$ cat config.mk
export PLATFORM = sky130hd
export DESIGN_NAME = ifetch
export DESIGN_NICKNAME = d
export VERILOG_FILES = /design/src/rtl/ifetch_pkg.sv /design/src/rtl/ifetch_fifo.sv /design/src/rtl/ifetch.sv
export SDC_FILE = /design/constraint.sdc
export NUM_CORES = 1
export LEC_CHECK = 0
export ABC_CLOCK_PERIOD_IN_PS = 24300
export CORE_MARGIN = 2
export CORE_UTILIZATION = 45
export CTS_CLUSTER_SIZE = 8
export DETAILED_ROUTE_END_ITERATION = 10
export SYNTH_ARGS = -nofsm -noshare
export SYNTH_HDL_FRONTEND = slang
export SYNTH_SLANG_ARGS = --single-unit
$ cat constraint.sdc
create_clock -name i_clk -period 24.3 [get_ports i_clk]
set_clock_uncertainty 0.15 [all_clocks]
set_input_delay 3.645 -clock i_clk [delete_from_list [all_inputs] [get_ports i_clk]]
set_output_delay 3.645 -clock i_clk [all_outputs]
set_load 0.01 [all_outputs]
$ cat src/rtl/ifetch_pkg.sv
// Shared types and constants for the instruction fetch stage.
package ifetch_pkg;

    typedef struct packed {
        logic [31:0] inst;
        logic [31:0] pc;
    } fetch_entry_t;

    localparam logic [31:0] INST_NOP = 32'h00000013;

    function automatic logic [31:0] word_align(input logic [31:0] addr);
        return addr & ~32'h3;
    endfunction

endpackage

$ cat src/rtl/ifetch_fifo.sv
// Synchronous FIFO with push/pop/flush and occupancy count.
module ifetch_fifo #(
    parameter int  DEPTH = 4,
    parameter type T     = logic [31:0]
) (
    input  logic                   clk,
    input  logic                   rst,
    input  logic                   push,
    input  logic                   pop,
    input  logic                   flush,
    input  T                       wdata,
    output T                       rdata,
    output logic [$clog2(DEPTH):0] count
);
    localparam int AW = $clog2(DEPTH);
    localparam int CW = AW + 1;

    T q [DEPTH];
    logic [AW-1:0] wr_ptr;
    logic [AW-1:0] rd_ptr;
    logic do_push;
    logic do_pop;

    assign do_pop  = pop && (count != '0);
    // A full FIFO still accepts a push when the head leaves in the same cycle.
    assign do_push = push && ((count != CW'(DEPTH)) || do_pop);
    assign rdata   = q[rd_ptr];

    always_ff @(posedge clk or posedge rst) begin
        if (rst) begin
            wr_ptr <= '0;
            rd_ptr <= '0;
            count  <= '0;
            for (int i = 0; i < DEPTH; i++) begin
                q[i] <= '0;
            end
        end else if (flush) begin
            wr_ptr <= '0;
            rd_ptr <= '0;
            count  <= '0;
        end else begin
            if (do_push) begin
                q[wr_ptr] <= wdata;
                wr_ptr    <= wr_ptr + AW'(1);
            end
            if (do_pop) begin
                rd_ptr <= rd_ptr + AW'(1);
            end
            count <= count + CW'(do_push) - CW'(do_pop);
        end
    end

endmodule

$ cat src/rtl/ifetch.sv
// Instruction fetch stage: credit-based prefetch with redirect flush.
// Optional misaligned-redirect fault: define IFETCH_ALIGN_CHECK_EN.
module ifetch
    import ifetch_pkg::*;
#(
    parameter logic [31:0] RESET_PC = 32'h0000_0000,
    parameter int          DEPTH    = 4
) (
    input  logic        i_clk,
    input  logic        i_rst,
    input  logic        i_redirect,
    input  logic [31:0] i_redirect_pc,
    output logic        o_req_valid,
    input  logic        i_req_ready,
    output logic [31:0] o_req_addr,
    input  logic        i_rsp_valid,
    input  logic [31:0] i_rsp_data,
    output logic        o_inst_valid,
    input  logic        i_inst_ready,
    output logic [31:0] o_inst,
    output logic [31:0] o_inst_pc
`ifdef IFETCH_ALIGN_CHECK_EN
    ,
    output logic        o_fault
`endif
);
    localparam int CW = $clog2(DEPTH) + 1;

    logic          rst_q;
    logic [31:0]   fetch_pc;
    logic [CW-1:0] outstanding;
    logic [CW-1:0] drop_cnt;
    logic [CW-1:0] fifo_count;
    logic [CW-1:0] aq_count;
    logic [CW:0]   credit_used;
    logic          req_hs;
    logic          rsp_keep;
    logic          inst_pop;
    logic          redirect_take;
    logic          stall;
    logic [31:0]   target;
    logic [31:0]   aq_head;
    fetch_entry_t  head;
    fetch_entry_t  wentry;

`ifdef IFETCH_ALIGN_CHECK_EN
    logic fault;
    logic bad_align;

    assign bad_align     = i_redirect && (i_redirect_pc[1:0] != 2'b00);
    assign redirect_take = i_redirect && !bad_align;
    assign target        = i_redirect_pc;
    assign stall         = fault;
    assign o_fault       = fault;

    always_ff @(posedge i_clk or posedge i_rst) begin
        if (i_rst) begin
            fault <= 1'b0;
        end else if (bad_align) begin
            fault <= 1'b1;
        end
    end
`else
    assign redirect_take = i_redirect;
    assign target        = word_align(i_redirect_pc);
    assign stall         = 1'b0;
`endif

    // Outstanding requests always own a FIFO slot, so responses never stall.
    assign credit_used = {1'b0, outstanding} + {1'b0, fifo_count};
    assign o_req_valid = !rst_q && !stall && (drop_cnt == '0)
                         && (credit_used < (CW+1)'(DEPTH));
    assign o_req_addr  = fetch_pc;
    assign req_hs      = o_req_valid && i_req_ready;

    assign rsp_keep = i_rsp_valid && !redirect_take
                      && (drop_cnt == '0) && (aq_count != '0);
    assign inst_pop = o_inst_valid && i_inst_ready;

    assign wentry.inst = i_rsp_data;
    assign wentry.pc   = aq_head;

    assign o_inst_valid = (fifo_count != '0);
    assign o_inst       = head.inst;
    assign o_inst_pc    = head.pc;

    ifetch_fifo #(
        .DEPTH (DEPTH),
        .T     (logic [31:0])
    ) u_addr_q (
        .clk   (i_clk),
        .rst   (i_rst),
        .push  (req_hs && !redirect_take),
        .pop   (rsp_keep),
        .flush (redirect_take),
        .wdata (fetch_pc),
        .rdata (aq_head),
        .count (aq_count)
    );

    ifetch_fifo #(
        .DEPTH (DEPTH),
        .T     (fetch_entry_t)
    ) u_data_fifo (
        .clk   (i_clk),
        .rst   (i_rst),
        .push  (rsp_keep),
        .pop   (inst_pop),
        .flush (redirect_take),
        .wdata (wentry),
        .rdata (head),
        .count (fifo_count)
    );

    always_ff @(posedge i_clk or posedge i_rst) begin
        if (i_rst) begin
            rst_q       <= 1'b1;
            fetch_pc    <= RESET_PC;
            outstanding <= '0;
            drop_cnt    <= '0;
        end else begin
            rst_q       <= 1'b0;
            outstanding <= outstanding + CW'(req_hs) - CW'(i_rsp_valid);
            // Everything still in flight at a redirect belongs to the old stream.
            if (redirect_take) begin
                fetch_pc <= target;
                drop_cnt <= outstanding + CW'(req_hs) - CW'(i_rsp_valid);
            end else begin
                if (req_hs) begin
                    fetch_pc <= fetch_pc + 32'd4;
                end
                if (i_rsp_valid && (drop_cnt != '0)) begin
                    drop_cnt <= drop_cnt - CW'(1);
                end
            end
        end
    end

endmodule

==> flow_summary.toml <==
[grt]
grt_usage = 0.203
grt_overflow = 0
gr-usage-met1 = 0.287
met3_usage = 0.0323
grt_pass1_wl_mm = 69.9
antenna_found_initial = 0
grt_max_degree = 153
gr-usage-met2 = 0.329
grt_busiest_layer = "met2"
grt_pass1_vias = 12200

[synthesis]
synth_edf_count = 0
synth_seq_cells = 419
async_reset_ff_frac = 1.00
synth.distinct_cells = 47
avgSynthCellArea_um2 = 15.1
synth_top_area_frac = 0.553
synth_flop_cell = "dfrtp_1"
synth_warnings = 0
syn_inst = 1251
ys_top_cells_by_area = "dfrtp_1 (55%), mux2_2 (22%), mux4_2 (11%)"
synth_seq_area_share = 0.555
yosys.area.top_type = "dfrtp_1"
synthesis.area_um2 = 18900

[floorplan]
initial_core_util = 0.454
fp-row-count = 75
die-width_um = 209
core_area_um2 = 41700
die_area_um2 = 43700
die_h_um = 209
pin_count = 168

[sta]
final_max_slew_viol_count = 0
finalSetupViolCount = 0
min_period_ns = 7.04
fin_crit_sh = 0.290
hold_viol_final = 0
fmax_mhz = 142
rsz0062_at_grt = "no"
slew_headroom = 0.258
worst_slew_pin_slew_ns = 1.11
setup_tns_ns = 0
holdWs_ns = 0.347

[drt]
routed_wl_mm = 42.5
drtAntennaViolNets = 0
vias_per_cell = 5.72
drt_iter0_drc = 634
drc_errors = 0
wl_per_cell_um = 21.8
dr.pass1.iters = 4
vias = 11200

[placement]
dp_cells = 1879
io_buffers = 161
gp_congestion = 0.778
place_hpwl_mm = 25.3
post_dp_cell_area_um2 = 21000

[setup_path]
start_kind = "flip-flop"
critical_path_class = "flip-flop to output pin"
critPathCaptureType = "output pin"
critPathRequiredTime_ns = 20.50
cp.arrival_ns = 3.25
cp_max_fo = 44

[power_and_ir_drop]
p_per_area_nw_per_um2 = 80.2
ir_drop_uv = 48.9
p_leak_nw = 10.6

[clocking]
clockBufferDepth = 3
clock-sinks = 419
root_buffer = "clkbuf_16"
cts_tree = "yes"
post_cts_buffers = 0
path_clk_slew_ns = 0.05
cts_max_level = 2
holdBufCountCts = 0
cts_made_buffers = 58
post_cts_resize_count = 0
insertion_delay_ns = 0.59

[finish]
fin_cells = 1954
seq_area_um2 = 10500
area_growth_pct = 19.4
fillers = 3492
diodes = 0
final_cell_mix = "dfrtp_1 (415), mux2_2 (368), clkdlybuf4s50_1 (160), mux4_2 (92), clkbuf_16 (61)"
layout_commonest_cell = "dfrtp_1"
multiInputGateArea_um2 = 7990
layout-drive-gt1-share = 0.392
final_cell_area_um2 = 22600
nNetsFinal = 1492

[outcome]
status = "finished, final reports clean"

[flow_run]
cap_violations = 0

[hold_path]
hold_class = "flip-flop to flip-flop"
## critical path: stages (launching register included)
cell and delay [ns]:
dfrtp_4 0.69, buf_4 0.78, mux4_2 0.59, clkdlybuf4s50_1 0.56
## worst paths after layout
check	slack (ns)	depth (start not counted)	endpoint	start
min in group asynchronous	3.45	2	u_addr_q.q[3]	i_rst
worst min-delay path	0.35	1	u_data_fifo.q[181]	u_data_fifo.q[181]
max in group asynchronous	18.20	4	u_data_fifo.q[105]	i_rst
worst max register to register	20.74	11	drop_cnt[2]	u_data_fifo.count[2]
worst max-delay path	17.26	3	o_inst[23]	u_data_fifo.rd_ptr[1]
worst min register to register	0.35	1	u_data_fifo.q[181]	u_data_fifo.q[181]
## state kept, by name (all words and copies together) (netlist names)
name / count
u_addr_q.wr_ptr: 2
o_req_addr: 30
rst_q: 1
u_data_fifo.q: 248
u_data_fifo.rd_ptr: 2
u_addr_q.q: 120
u_data_fifo.wr_ptr: 2
outstanding: 3
u_data_fifo.count: 3
u_addr_q.count: 3
u_addr_q.rd_ptr: 2
drop_cnt: 3
## metrics by stage
step / setup WS [ns] / power, mW / util
2_1_floorplan: 8.84 / 0.987 / -
3_3_place_gp: 17.32 / 1.09 / 0.503
3_5_place_dp: 17.29 / 1.10 / 0.503
4_1_cts: 17.14 / 1.84 / 0.542
5_1_grt: 17.07 / 1.90 / 0.542
6_report: 17.26 / 1.81 / 0.542
## power by group
group	internal (mW)	switching (mW)
logic	0.151	0.139
registers	0.748	0.0464
clock network	0.444	0.281
total	1.34	0.466
## final cells by class
cell class / count / share of cell area
Clock inverter: 1 / 0.000222
Timing Repair Buffer: 174 / 0.0761
Inverter: 23 / 0.00416
Multi-Input combinational cell: 724 / 0.354
Sequential cell: 419 / 0.465
Tap cell: 539 / 0.0299
Clock buffer: 74 / 0.0703
## synth_stat cells, types with 3 or more instances
cell	instances
or2_2	7
a31oi_1	18
dfrtp_1	418
nor3_1	6
nand3_1	21
buf_1	9
buf_2	27
o21ai_0	17
or3_1	8
ha_1	19
xnor2_1	9
or4_1	11
nor2b_1	3
o311ai_1	3
nand2_1	34
nand4_1	13
o31ai_1	9
a21oi_1	4
mux4_2	92
o31a_1	3
nor2_1	28
and3_1	3
and4_1	8
o311ai_0	11
clkbuf_1	48
buf_4	4
inv_1	22
nor4_1	3
xor2_1	4
mux2_2	368
fa_1	3
## logic make-up after synthesis
| logic type | count (synthesis) | share of synthesized area |
|---|---|---|
| DFF | 419 | 0.555 |
| AOI/OAI and AO/OA | 68 | 0.0242 |
| adders and majority gates | 22 | 0.0158 |
| muxes | 461 | 0.329 |
| buffers and inverters | 112 | 0.0249 |
| other | 1 | 0.000198 |
| and+or+nand+nor | 155 | 0.0449 |
| xor gates and xnor gates | 13 | 0.00602 |
## routing by layer
layer  vias up  wire length [um]
li1       4948                 -
met1      5984             19900
met2       193             20400
met3        56              1380
met4         0               752
met5         -                 0
(Power assumes the default switching activity.)
